`config.mk`:
```
export PLATFORM = sky130hd
export DESIGN_NAME = bcd_conv_arbiter
export DESIGN_NICKNAME = d
export VERILOG_FILES = /design/src/rtl/bcd_conv_arbiter.sv
export SDC_FILE = /design/constraint.sdc
export NUM_CORES = 1
export LEC_CHECK = 0
export ABC_AREA = 1
export CORE_ASPECT_RATIO = 0.5
export CORE_MARGIN = 5
export CORE_UTILIZATION = 44
export CTS_CLUSTER_DIAMETER = 120
export DETAILED_ROUTE_END_ITERATION = 6
export PLACE_DENSITY = 0.82
export SKIP_LAST_GASP = 1
export SYNTH_ARGS = -nofsm -noshare
export SYNTH_HDL_FRONTEND = slang
export SYNTH_SLANG_ARGS = --single-unit
```
`constraint.sdc`:
```
create_clock -name clk -period 3 [get_ports clk]
set_input_delay 0.45 -clock clk [delete_from_list [all_inputs] [get_ports clk]]
set_output_delay 0.45 -clock clk [all_outputs]
set_load 0.05 [all_outputs]
```
`src/rtl/bcd_conv_arbiter.sv`:
```
// Round-robin arbiter sharing one binary-to-BCD converter among N requesters.
// Each grant clamps the operand to 9999, starts the converter and waits on it under a watchdog.
module bcd_conv_arbiter #(
    parameter int N       = 4,
    parameter int IDXW    = 3,
    parameter int TIMEOUT = 64
) (
    input  logic              clk,
    input  logic              reset_n,
    input  logic [N-1:0]      req,
    input  logic [14*N-1:0]   req_bin,
    output logic [N-1:0]      done_vec,
    output logic [N-1:0]      err_vec,
    output logic [15:0]       bcd_out,
    output logic [IDXW-1:0]   grant_idx,
    output logic              busy,
    output logic              conv_start,
    output logic [13:0]       conv_bin,
    input  logic              conv_ready,
    input  logic              conv_done_tick,
    input  logic [3:0]        conv_bcd3,
    input  logic [3:0]        conv_bcd2,
    input  logic [3:0]        conv_bcd1,
    input  logic [3:0]        conv_bcd0
);

    localparam int WDW = $clog2(TIMEOUT);

    typedef enum logic [1:0] {IDLE, ISSUE, WAIT, DELIVER} state_t;

    state_t          state_q, state_d;
    logic [IDXW-1:0] grant_q, grant_d;
    logic [IDXW-1:0] last_q, last_d;
    logic [13:0]     bin_q, bin_d;
    logic [15:0]     bcd_q, bcd_d;
    logic [WDW-1:0]  wdog_q, wdog_d;
    logic            tout_q, tout_d;

    logic            found;
    logic [IDXW-1:0] win;
    int              cand;

    function automatic logic [13:0] clamp9999(input logic [13:0] v);
        return (v > 14'd9999) ? 14'd9999 : v;
    endfunction

    // First asserted request strictly after the last grant, wrapping mod N.
    always_comb begin
        found = 1'b0;
        win   = '0;
        cand  = 0;
        for (int k = 1; k <= N; k++) begin
            cand = int'(last_q) + k;
            if (cand >= N) cand = cand - N;
            if (!found && req[cand]) begin
                found = 1'b1;
                win   = IDXW'(cand);
            end
        end
    end

    always_comb begin
        state_d = state_q;
        grant_d = grant_q;
        last_d  = last_q;
        bin_d   = bin_q;
        bcd_d   = bcd_q;
        wdog_d  = wdog_q;
        tout_d  = tout_q;
        case (state_q)
            IDLE: begin
                if (found && conv_ready) begin
                    grant_d = win;
                    bin_d   = clamp9999(req_bin[14*int'(win) +: 14]);
                    state_d = ISSUE;
                end
            end
            ISSUE: begin
                wdog_d  = '0;
                state_d = WAIT;
            end
            WAIT: begin
                wdog_d = wdog_q + 1'b1;
                // A done tick on the watchdog's last cycle still counts as success.
                if (conv_done_tick) begin
                    bcd_d   = {conv_bcd3, conv_bcd2, conv_bcd1, conv_bcd0};
                    state_d = DELIVER;
                end else if (wdog_q == WDW'(TIMEOUT - 1)) begin
                    bcd_d   = 16'h0000;
                    tout_d  = 1'b1;
                    state_d = DELIVER;
                end
            end
            DELIVER: begin
                tout_d  = 1'b0;
                last_d  = grant_q;
                state_d = IDLE;
            end
            default: state_d = IDLE;
        endcase
    end

    always_ff @(posedge clk or negedge reset_n) begin
        if (!reset_n) begin
            state_q <= IDLE;
            grant_q <= IDXW'(N - 1);
            last_q  <= IDXW'(N - 1);
            bin_q   <= '0;
            bcd_q   <= '0;
            wdog_q  <= '0;
            tout_q  <= 1'b0;
        end else begin
            state_q <= state_d;
            grant_q <= grant_d;
            last_q  <= last_d;
            bin_q   <= bin_d;
            bcd_q   <= bcd_d;
            wdog_q  <= wdog_d;
            tout_q  <= tout_d;
        end
    end

    logic [N-1:0] grant_onehot;
    assign grant_onehot = N'(1) << grant_q;

    assign done_vec   = (state_q == DELIVER) ? grant_onehot : '0;
    assign err_vec    = (state_q == DELIVER && tout_q) ? grant_onehot : '0;
    assign bcd_out    = bcd_q;
    assign grant_idx  = grant_q;
    assign busy       = (state_q != IDLE);
    assign conv_start = (state_q == ISSUE);
    assign conv_bin   = bin_q;

endmodule
```
==> flow_summary.json, run 1 <==
{
  "outcome": "complete, no violations",
  "maxSlewHeadroom_pct": 35.78,
  "grt_pass1_wl_um": 14000,
  "grt_overflow": 0,
  "ir_drop_uv": 602.0,
  "grtUsageTotal_pct": 19.94,
  "synth-simple-area-share_pct": 40.76,
  "drt_iter0_markers": 216,
  "powerDensity_nw_per_um2": 1370,
  "initial_core_util_pct": 45.16,
  "syn_area_per_cell_um2": 7.211,
  "worst_r2r_path_depth": 18,
  "rows": 21,
  "clockBufferDepth": 2,
  "synth_warnings": 0,
  "fmax_mhz": 361.9,
  "synth_edf_count": 0,
  "layout-drive-gt1-share_pct": 11.56,
  "tritoncts": "done",
  "critPathBufInv": 3,
  "path_common_cell": "nand2_1",
  "cts_root_buf": "clkbuf_16",
  "cp-end-kind": "register",
  "post-synth-top-count-cell": "nand2_1",
  "syn_area_um2": 3014,
  "slowest_stage": "dfstp_2",
  "crit_type": "reg -> reg",
  "vias": 3249,
  "setup_viol": 0,
  "dieArea_um2": 8706,
  "grt_pass1_vias": 2917,
  "synth_xor_area_share_pct": 0,
  "synthMuxAreaShare_pct": 0.3321,
  "antenna_cells": 0,
  "rsz0062_at_grt": "no",
  "yosys_register_bits": 45,
  "ys_seq_area_share_pct": 37.53,
  "critPathMaxFanout": 15,
  "synth_compound_area_share_pct": 9.672,
  "synthTopCellsByArea": "dfrtp_1 34%, nand2_1 16%, nand3_1 8.8%, nor2_1 3.9%, o21ai_0 3.8%",
  "synthCells": 418,
  "clkTransAtPathRegs_ns": 0.06,
  "chipHeight_um": 68.53,
  "arrival_ns": 2.93,
  "ys_async_sr_fraction_pct": 100.0,
  "multi_input_area_um2": 1669,
  "post-synth-top-area-cell": "dfrtp_1",
  "cts.sinks": 45,
  "cap_viol_max_count": 0,
  "place_area_um2": 4302,
  "path_cells": "inv_2 -> ha_4 -> inv_2 -> nand3_1 -> nand2_2 -> nand2_2 -> nand2_1 -> nand2_4 -> nand3_4 -> buf_6 -> nand2_1 -> o21ai_0 -> o21ai_1 -> o21ai_1 -> nand2_2 -> nand2_4 -> nand2_1 -> nand2_1",
  "r2r_slack_ns": 0.24,
  "vias_per_cell": 5.100,
  "synth_fp_nets": 506,
  "ant_nets": 0,
  "max_stage_delay_ns": 0.58,
  "ff_latch_area_um2": 1131,
  "synth_flop_cell": "dfrtp_1",
  "antenna_found_initial": 0,
  "worstPathRequired_ns": 3.17,
  "synth.top_cell.area_share_pct": 34.04,
  "synth_common_cells": "127 x nand2_1, 53 x nand3_1, 41 x dfrtp_1, 31 x nor2_1, 30 x inv_1",
  "total_power_mw": 6.276,
  "tns_ns": 0,
  "grt_max_degree": 46,
  "place_hpwl_um": 6694,
  "power.leakage_nw": 2.163,
  "drv_slew": 0,
  "pre_cts_slack_ns": 0.07938,
  "final_area_um2": 4579,
  "cts_max_level": 2,
  "synth_cell_types": 38,
  "routed_wirelength_um": 9005,
  "tightestPinTransition_ns": 0.9633,
  "syn_to_final_growth_pct": 51.93,
  "port_buffers": 122,
  "timing.final.ws_setup_ns": 0.2365,
  "drt-wirelength-per-cell_um": 14.14,
  "crit_family": "simple AND/OR/NAND/NOR gates",
  "hold_violations": 0,
  "ios": 123,
  "finalCritPeriodShare_pct": 92.12,
  "fin_skew_ns": 0.005247,
  "rr_startpoint": "last_q[1]$_DFFE_PN1P_",
  "synthAdderAreaFrac_pct": 3.321,
  "nets": 632,
  "core_um2": 6674,
  "worstReg2RegEnd": "conv_bin[7]$_DFFE_PN0P_",
  "start_kind": "register",
  "synth_top_family_by_area": "simple AND/OR/NAND/NOR gates",
  "place.gp.congestion": 0.8459,
  "hold_class": "in -> async",
  "clk_latency_ns": 0.28,
  "first_pass_iters": 5,
  "die_width_um": 127.1,
  "drc": 0,
  "num-fill-cells": 544,
  "cts_buffers": 5,
  "fin_crit_ns": 2.764
}
placed cells by master, fill, tap and decap left out, types with 4 or more instances in the layout:
cell type and n:
dfrtp_1 41, o21ai_1 8, nor2_1 31, nand2_1 127, buf_4 12, o21ai_0 22, nand2_2 11, a21oi_1 6
nor3_1 4, clkbuf_16 5, inv_2 4, inv_1 29, nand4_1 9, dfstp_2 4, nand3_1 53, clkdlybuf4s50_1 121
a22oi_1 6, nand3_2 7, ha_1 7
worst max-delay path by stage:
stage / endpoint / start / cells after the start
floorplan: done_vec[0] / state_q[1]$_DFFE_PN0P_ / 3
CTS: conv_bin[7]$_DFFE_PN0P_ / last_q[1]$_DFFE_PN1P_ / 21
global route: conv_bin[2]$_DFFE_PN0P_ / last_q[1]$_DFFE_PN1P_ / 20
detailed placement: conv_bin[7]$_DFFE_PN0P_ / last_q[1]$_DFFE_PN1P_ / 21
global placement: conv_bin[9]$_DFFE_PN0P_ / req[2] / 14
finish: conv_bin[7]$_DFFE_PN0P_ / last_q[1]$_DFFE_PN1P_ / 18
metal layers:
metal,part of all wire [%],global-route usage [%]
met1,45,27.08
met2,47,33.16
met3,7.3,4.000
met4,1.0,5.348
met5,0,0
state kept, by name, indices dropped and copies added, names as in the netlist:
| signal | flops |
|---|---|
| last_q | 3 |
| conv_bin | 14 |
| tout_q | 1 |
| grant_idx | 3 |
| state_q | 2 |
| wdog_q | 6 |
| bcd_out | 16 |
timing repair:
item,4_1_cts,5_1_grt
resized for setup,0,12
setup buffers,0,5
hold buffers,0,0
endpoints found under the setup margin,0,13
metrics by stage:
step | hold WS [ns] | utilization, % | cells
3_3_place_gp | 0.4701 | 64.45 | 623
2_1_floorplan | 0.1544 | - | 418
6_report | 0.3276 | 68.62 | 637
5_1_grt | 0.4133 | 68.62 | 637
4_1_cts | 0.3596 | 67.30 | 631
3_5_place_dp | 0.4672 | 64.45 | 623
power by group:
group	switching (mW)	leakage, nW	internal [mW]
Sequential	0.185	0.561	0.884
Combinational	2.96	1.51	1.56
Clock	0.213	0.0938	0.475
cell type report:
type | instances | area share [%]
clock inverters | 3 | 1.421
repair buffers | 135 | 28.77
inverters | 37 | 3.415
clock buffers | 5 | 2.732
multi-input cells | 320 | 36.45
well taps | 92 | 2.514
flip-flops and latches | 45 | 24.70
cells by family (layout without fill, tap and decap cells):
logic type,Yosys count,in the layout
AND/OR/NAND/NOR,259,260
buffers and inverters,54,180
multiplexers,1,1
flip-flops,45,45
adder cells (fa/ha/maj),8,8
AO/OA/AOI/OAI,51,51
Note: power is estimated with default switching activity, not from simulation.
==> run 2: changes to the inputs <==
--- a/config.mk
+++ b/config.mk
@@ -8,10 +8,11 @@
 export ABC_AREA = 1
 export CORE_ASPECT_RATIO = 0.5
 export CORE_MARGIN = 5
-export CORE_UTILIZATION = 44
+export CORE_UTILIZATION = 45
+export CTS_BUF_LIST = sky130_fd_sc_hd__clkbuf_4
 export CTS_CLUSTER_DIAMETER = 120
 export DETAILED_ROUTE_END_ITERATION = 6
-export PLACE_DENSITY = 0.82
+export PLACE_DENSITY = 0.83
 export SKIP_LAST_GASP = 1
 export SYNTH_ARGS = -nofsm -noshare
 export SYNTH_HDL_FRONTEND = slang
==> run 2 against run 1 <==
Worst setup slack worse by 0.096 ns. Non-clock buffer count is 1 lower. Clock skew grew 0.014 ns. Largest cell class unchanged. Flip-flop and latch count is the same. Register-to-register slack worse by 0.096 ns. Maximum frequency down 3.3%. Core utilization shrank 1.7 points. Final area fell by 3.7%.
==> flow_summary.json, run 2 (synthesis results as in run 1) <==
{
  "cts_max_level": 2,
  "cp-end-kind": "register",
  "cts.sinks": 45,
  "port_buffers": 122,
  "dieArea_um2": 8534,
  "place_hpwl_um": 6744,
  "clkTransAtPathRegs_ns": 0.13,
  "crit_family": "simple AND/OR/NAND/NOR gates",
  "maxSlewHeadroom_pct": 35.19,
  "grt_pass1_vias": 2960,
  "drc": 0,
  "critPathBufInv": 4,
  "ios": 123,
  "final_common_cell": "nand2_1",
  "power.leakage_nw": 2.085,
  "nets": 630,
  "ant_nets": 0,
  "ir_drop_uv": 507.5,
  "slowest_stage": "dfstp_2",
  "setup_viol": 0,
  "outcome": "complete, no violations",
  "chipHeight_um": 67.87,
  "arrival_ns": 3.11,
  "place.gp.congestion": 0.8851,
  "crit_type": "reg -> reg",
  "antenna_cells": 0,
  "worstPathRequired_ns": 3.25,
  "grt_overflow": 0,
  "top_layer": "met4",
  "vias": 3188,
  "total_power_mw": 5.771,
  "drt_iter0_markers": 178,
  "vias_per_cell": 5.020,
  "tritoncts": "done",
  "cts_root_buf": "clkbuf_4",
  "die_width_um": 125.7,
  "clk_latency_ns": 0.36,
  "powerDensity_nw_per_um2": 1308,
  "routed_wirelength_um": 8851,
  "tightestPinTransition_ns": 0.9721,
  "drv_slew": 0,
  "layout-drive-gt1-share_pct": 11.23,
  "core_um2": 6595,
  "finalCritPeriodShare_pct": 95.31,
  "m1WireLength_um": 3894,
  "clockBufferDepth": 2,
  "ctsHoldBuffers": 0,
  "largest_reg_flops": 16,
  "antenna_found_initial": 0,
  "dr_wl_met3_um": 702,
  "routed-wl-met2_um": 4187,
  "fin_crit_ns": 2.859,
  "cap_viol_max_count": 0,
  "fmax_mhz": 349.7,
  "path_common_cell": "inv_2",
  "first_pass_iters": 4,
  "path_cells": "inv_2 -> ha_4 -> inv_2 -> nand3_2 -> nand2_2 -> inv_4 -> nand3b_1 -> nand3_1 -> nand2_4 -> inv_2 -> o21ai_1 -> o21ai_0 -> o21ai_1 -> nand2_2 -> nand2_4 -> nand2_1 -> nand2_1",
  "hold_class": "in -> async",
  "grt_pass1_wl_um": 14110,
  "fin_skew_ns": 0.01892,
  "cts_buffers": 5,
  "worstSetupStartpoint": "last_q[1]$_DFFE_PN1P_",
  "hold_violations": 0,
  "tns_ns": 0,
  "critPathMaxFanout": 16,
  "mostFrequentLayoutCells": "127 x nand2_1, 121 x clkdlybuf4s50_1, 53 x nand3_1",
  "r2r_slack_ns": 0.14,
  "rr_startpoint": "last_q[1]$_DFFE_PN1P_",
  "start_kind": "register",
  "max_stage_delay_ns": 0.58,
  "grt_max_degree": 46,
  "drt-wirelength-per-cell_um": 13.94,
  "initial_core_util_pct": 45.70,
  "syn_to_final_growth_pct": 46.33,
  "grtUsageTotal_pct": 20.20,
  "rows": 21,
  "rsz0062_at_grt": "no"
}
-- run 2: worst paths after layout --
path                            depth (start not counted)                 endpoint
min in group clk                                        2  conv_bin[5]$_DFFE_PN0P_
max in group asynchronous                               1  conv_bin[9]$_DFFE_PN0P_
worst min register to register                          2  conv_bin[5]$_DFFE_PN0P_
worst max register to register                         17  conv_bin[5]$_DFFE_PN0P_
worst min-delay path                                    1  bcd_out[14]$_DFFE_PN0P_
worst max-delay path                                   17  conv_bin[5]$_DFFE_PN0P_
-- run 2: repair_timing --
item                       in CTS  in global routing
resized for setup               0                  5
setup buffers                   0                  3
setup endpoints to repair       0                 13
-- run 2: layer usage --
| layer | vias to the layer above | track usage [%] |
|---|---|---|
| li1 | 1622 | - |
| met1 | 1450 | 26.97 |
| met2 | 109 | 34.04 |
| met3 | 7 | 4.910 |
| met4 | 0 | 4.412 |
| met5 | - | 0 |
-- run 2: final cells by class --
| cell class | instances | area [um^2] |
|---|---|---|
| sequential | 45 | 1131 |
| timing repair buffer | 134 | 1310 |
| clock buffer | 7 | 52.55 |
| tap | 92 | 115.1 |
| inverter | 37 | 151.4 |
| fill | 577 | 2185 |
| clock inverter | 1 | 7.507 |
| multi-input combinational | 319 | 1643 |
-- run 2: stage by stage --
step / setup slack [ns] / instances / area, um^2 / util, % / hold slack, ns
3_3_place_gp: 0.1566 / 624 / 4309 / 65.34 / 0.4685
4_1_cts: 0.05282 / 632 / 4369 / 66.25 / 0.2582
6_report: 0.1407 / 635 / 4410 / 66.88 / 0.2228
3_5_place_dp: 0.1164 / 624 / 4309 / 65.34 / 0.4684
5_1_grt: 0.01256 / 635 / 4410 / 66.88 / 0.3033
2_1_floorplan: 0.3225 / 418 / 3014 / - / 0.1544
-- run 2: power by group --
group	total, mW	switching [mW]	leakage [nW]	internal, mW
combinational	4.41	2.93	1.49	1.48
clock	0.302	0.192	0.0324	0.111
sequential	1.06	0.182	0.561	0.880
total	5.77	3.30	2.09	2.47
==> run 3: changes to the inputs <==
--- a/config.mk
+++ b/config.mk
@@ -12,6 +12,7 @@
 export CTS_BUF_LIST = sky130_fd_sc_hd__clkbuf_4
 export CTS_CLUSTER_DIAMETER = 120
 export DETAILED_ROUTE_END_ITERATION = 6
+export GPL_TIMING_DRIVEN = 0
 export PLACE_DENSITY = 0.83
 export SKIP_LAST_GASP = 1
 export SYNTH_ARGS = -nofsm -noshare
==> run 3 against run 2 <==
Register-to-register slack lost 0.05 ns. Via count increased by 2.9%. Clock-buffer cell count down 1. Critical path type unchanged. Critical endpoint is now conv_bin[6]$_DFFE_PN0P_. Highest routed layer unchanged.
==> flow_summary.json, run 3 (synthesis results as in run 1) <==
{
  "tightestPinTransition_ns": 0.5331,
  "die_width_um": 125.7,
  "cp-end-kind": "register",
  "power.leakage_nw": 2.162,
  "clkTransAtPathRegs_ns": 0.12,
  "tritoncts": "done",
  "cap_viol_max_count": 0,
  "ios": 123,
  "arrival_ns": 3.15,
  "final_area_um2": 4579,
  "final_common_cell": "nand2_1",
  "drt-wirelength-per-cell_um": 13.93,
  "hold_violations": 0,
  "use_met3_pct": 4.053,
  "cts_root_buf": "clkbuf_4",
  "place.gp.congestion": 0.8256,
  "antenna_cells": 0,
  "mostFrequentLayoutCells": "125 x nand2_1, 120 x clkdlybuf4s50_1, 52 x nand3_1",
  "clockBufferDepth": 2,
  "drc": 0,
  "fin_skew_ns": 0.01040,
  "dieArea_um2": 8534,
  "routed_wirelength_um": 9110,
  "drv_slew": 0,
  "r2r_slack_ns": 0.09,
  "first_pass_iters": 4,
  "cts_buffers": 5,
  "fin_cells": 654,
  "place_area_um2": 4355,
  "utilization_pct": 69.44,
  "largest_reg_flops": 16,
  "initial_core_util_pct": 45.70,
  "tns_ns": 0,
  "hold_class": "reg -> reg",
  "antenna_found_initial": 0,
  "finalCritPeriodShare_pct": 96.89,
  "vias_per_cell": 5.018,
  "core_um2": 6595,
  "vias": 3282,
  "drt_iter0_markers": 175,
  "grt_overflow": 0,
  "dp.cells": 632,
  "cts.sinks": 45,
  "fmax_mhz": 344.0,
  "layout-drive-gt1-share_pct": 13.17,
  "worstPathRequired_ns": 3.24,
  "rows": 21,
  "use_met1_pct": 27.30,
  "grt_pass1_wl_um": 14260,
  "syn_to_final_growth_pct": 51.93,
  "maxSlewHeadroom_pct": 64.35,
  "grt_busiest_layer": "met2",
  "grtUsageTotal_pct": 20.33,
  "start_kind": "register",
  "chipHeight_um": 67.87,
  "setup_viol": 0,
  "grt_pass1_vias": 3012,
  "grt_max_degree": 33,
  "crit_type": "reg -> reg",
  "place_hpwl_um": 6965,
  "ant_nets": 0,
  "outcome": "complete, no violations",
  "powerDensity_nw_per_um2": 1370,
  "fin_crit_ns": 2.907,
  "critPathMaxFanout": 9,
  "port_buffers": 121,
  "whs_ns": 0.5015,
  "cts_max_level": 2,
  "clk_latency_ns": 0.34,
  "ir_drop_uv": 704.0,
  "grt_util_met2_pct": 34.44,
  "nets": 649
}
-- run 3: cell count changes in the layout (fill, tap and decap cells not counted), moves of 2 or more --
cell | before | now
clkbuf_1 | 0 | 9
buf_4 | 11 | 14
buf_6 | 1 | 3
buf_8 | 0 | 2
clkinv_2 | 0 | 2
nand2_1 | 127 | 125
-- run 3: critical path, cell delays in order (launching register included) --
cell and delay (ns):
dfstp_2 0.57, buf_8 0.14, inv_8 0.06, ha_4 0.29
inv_2 0.05, nand3_1 0.11, nand2_2 0.08, nand2_2 0.10
nand3_4 0.14, nand3_4 0.17, buf_6 0.13, nand2_1 0.05
nand2_1 0.07, nand2_1 0.05, nand2_1 0.13, nand2_1 0.09
nor2_1 0.12, o21ai_1 0.09, nand2_2 0.13, nand2_4 0.08
nand2_1 0.09, nand2_1 0.05
-- run 3: layer usage --
metal	part of all wire (%)	vias to the layer above
met5	0	-
met1	45	1507
met3	5.5	15
met4	1.8	0
met2	47	96
li1	-	1664
-- run 3: power by group --
| part | switching, mW | internal [mW] | total [mW] |
|---|---|---|---|
| registers | 0.179 | 0.880 | 1.06 |
| clock network | 0.187 | 0.0987 | 0.286 |
| logic | 3.12 | 1.81 | 4.93 |
| total | 3.49 | 2.79 | 6.28 |
-- run 3: repair_timing --
item | 4_1_cts | 5_1_grt
hold buffers | 1 | 0
pin swaps | 0 | 9
gates resized for setup | 4 | 13
endpoints found under the setup margin | 8 | 13
cloned | 0 | 1
setup buffers | 0 | 12
hold endpoints to repair | 13 | 0
-- run 3: area by class of cell --
| type | count | area [um^2] |
|---|---|---|
| buffer | 17 | 120.1 |
| clock buffer | 6 | 45.04 |
| clock inverter | 2 | 10.01 |
| fill | 551 | 2016 |
| inverter | 37 | 156.4 |
| multi-input combinational | 319 | 1670 |
| sequential | 45 | 1131 |
| tap | 92 | 115.1 |
| timing repair buffer | 136 | 1331 |
-- run 3: worst paths after layout --
kind | start | end | depth (start not counted)
setup / recovery | last_q[0]$_DFFE_PN1P_ | conv_bin[6]$_DFFE_PN0P_ | 21
hold / removal | conv_bin[7]$_DFFE_PN0P_ | conv_bin[7]$_DFFE_PN0P_ | 2
setup reg to reg | last_q[0]$_DFFE_PN1P_ | conv_bin[6]$_DFFE_PN0P_ | 21
hold reg to reg | conv_bin[7]$_DFFE_PN0P_ | conv_bin[7]$_DFFE_PN0P_ | 2
max in group asynchronous | reset_n | grant_idx[0]$_DFFE_PN1P_ | 3
min in group asynchronous | reset_n | bcd_out[4]$_DFFE_PN0P_ | 2
-- run 3: per-stage QoR --
step	total power [mW]	setup slack, ns
2_1_floorplan	4.278	0.3225
3_3_place_gp	5.413	0.03829
3_5_place_dp	5.498	-0.002974
4_1_cts	5.850	0.08362
5_1_grt	6.757	-0.02234
6_report	6.276	0.09340
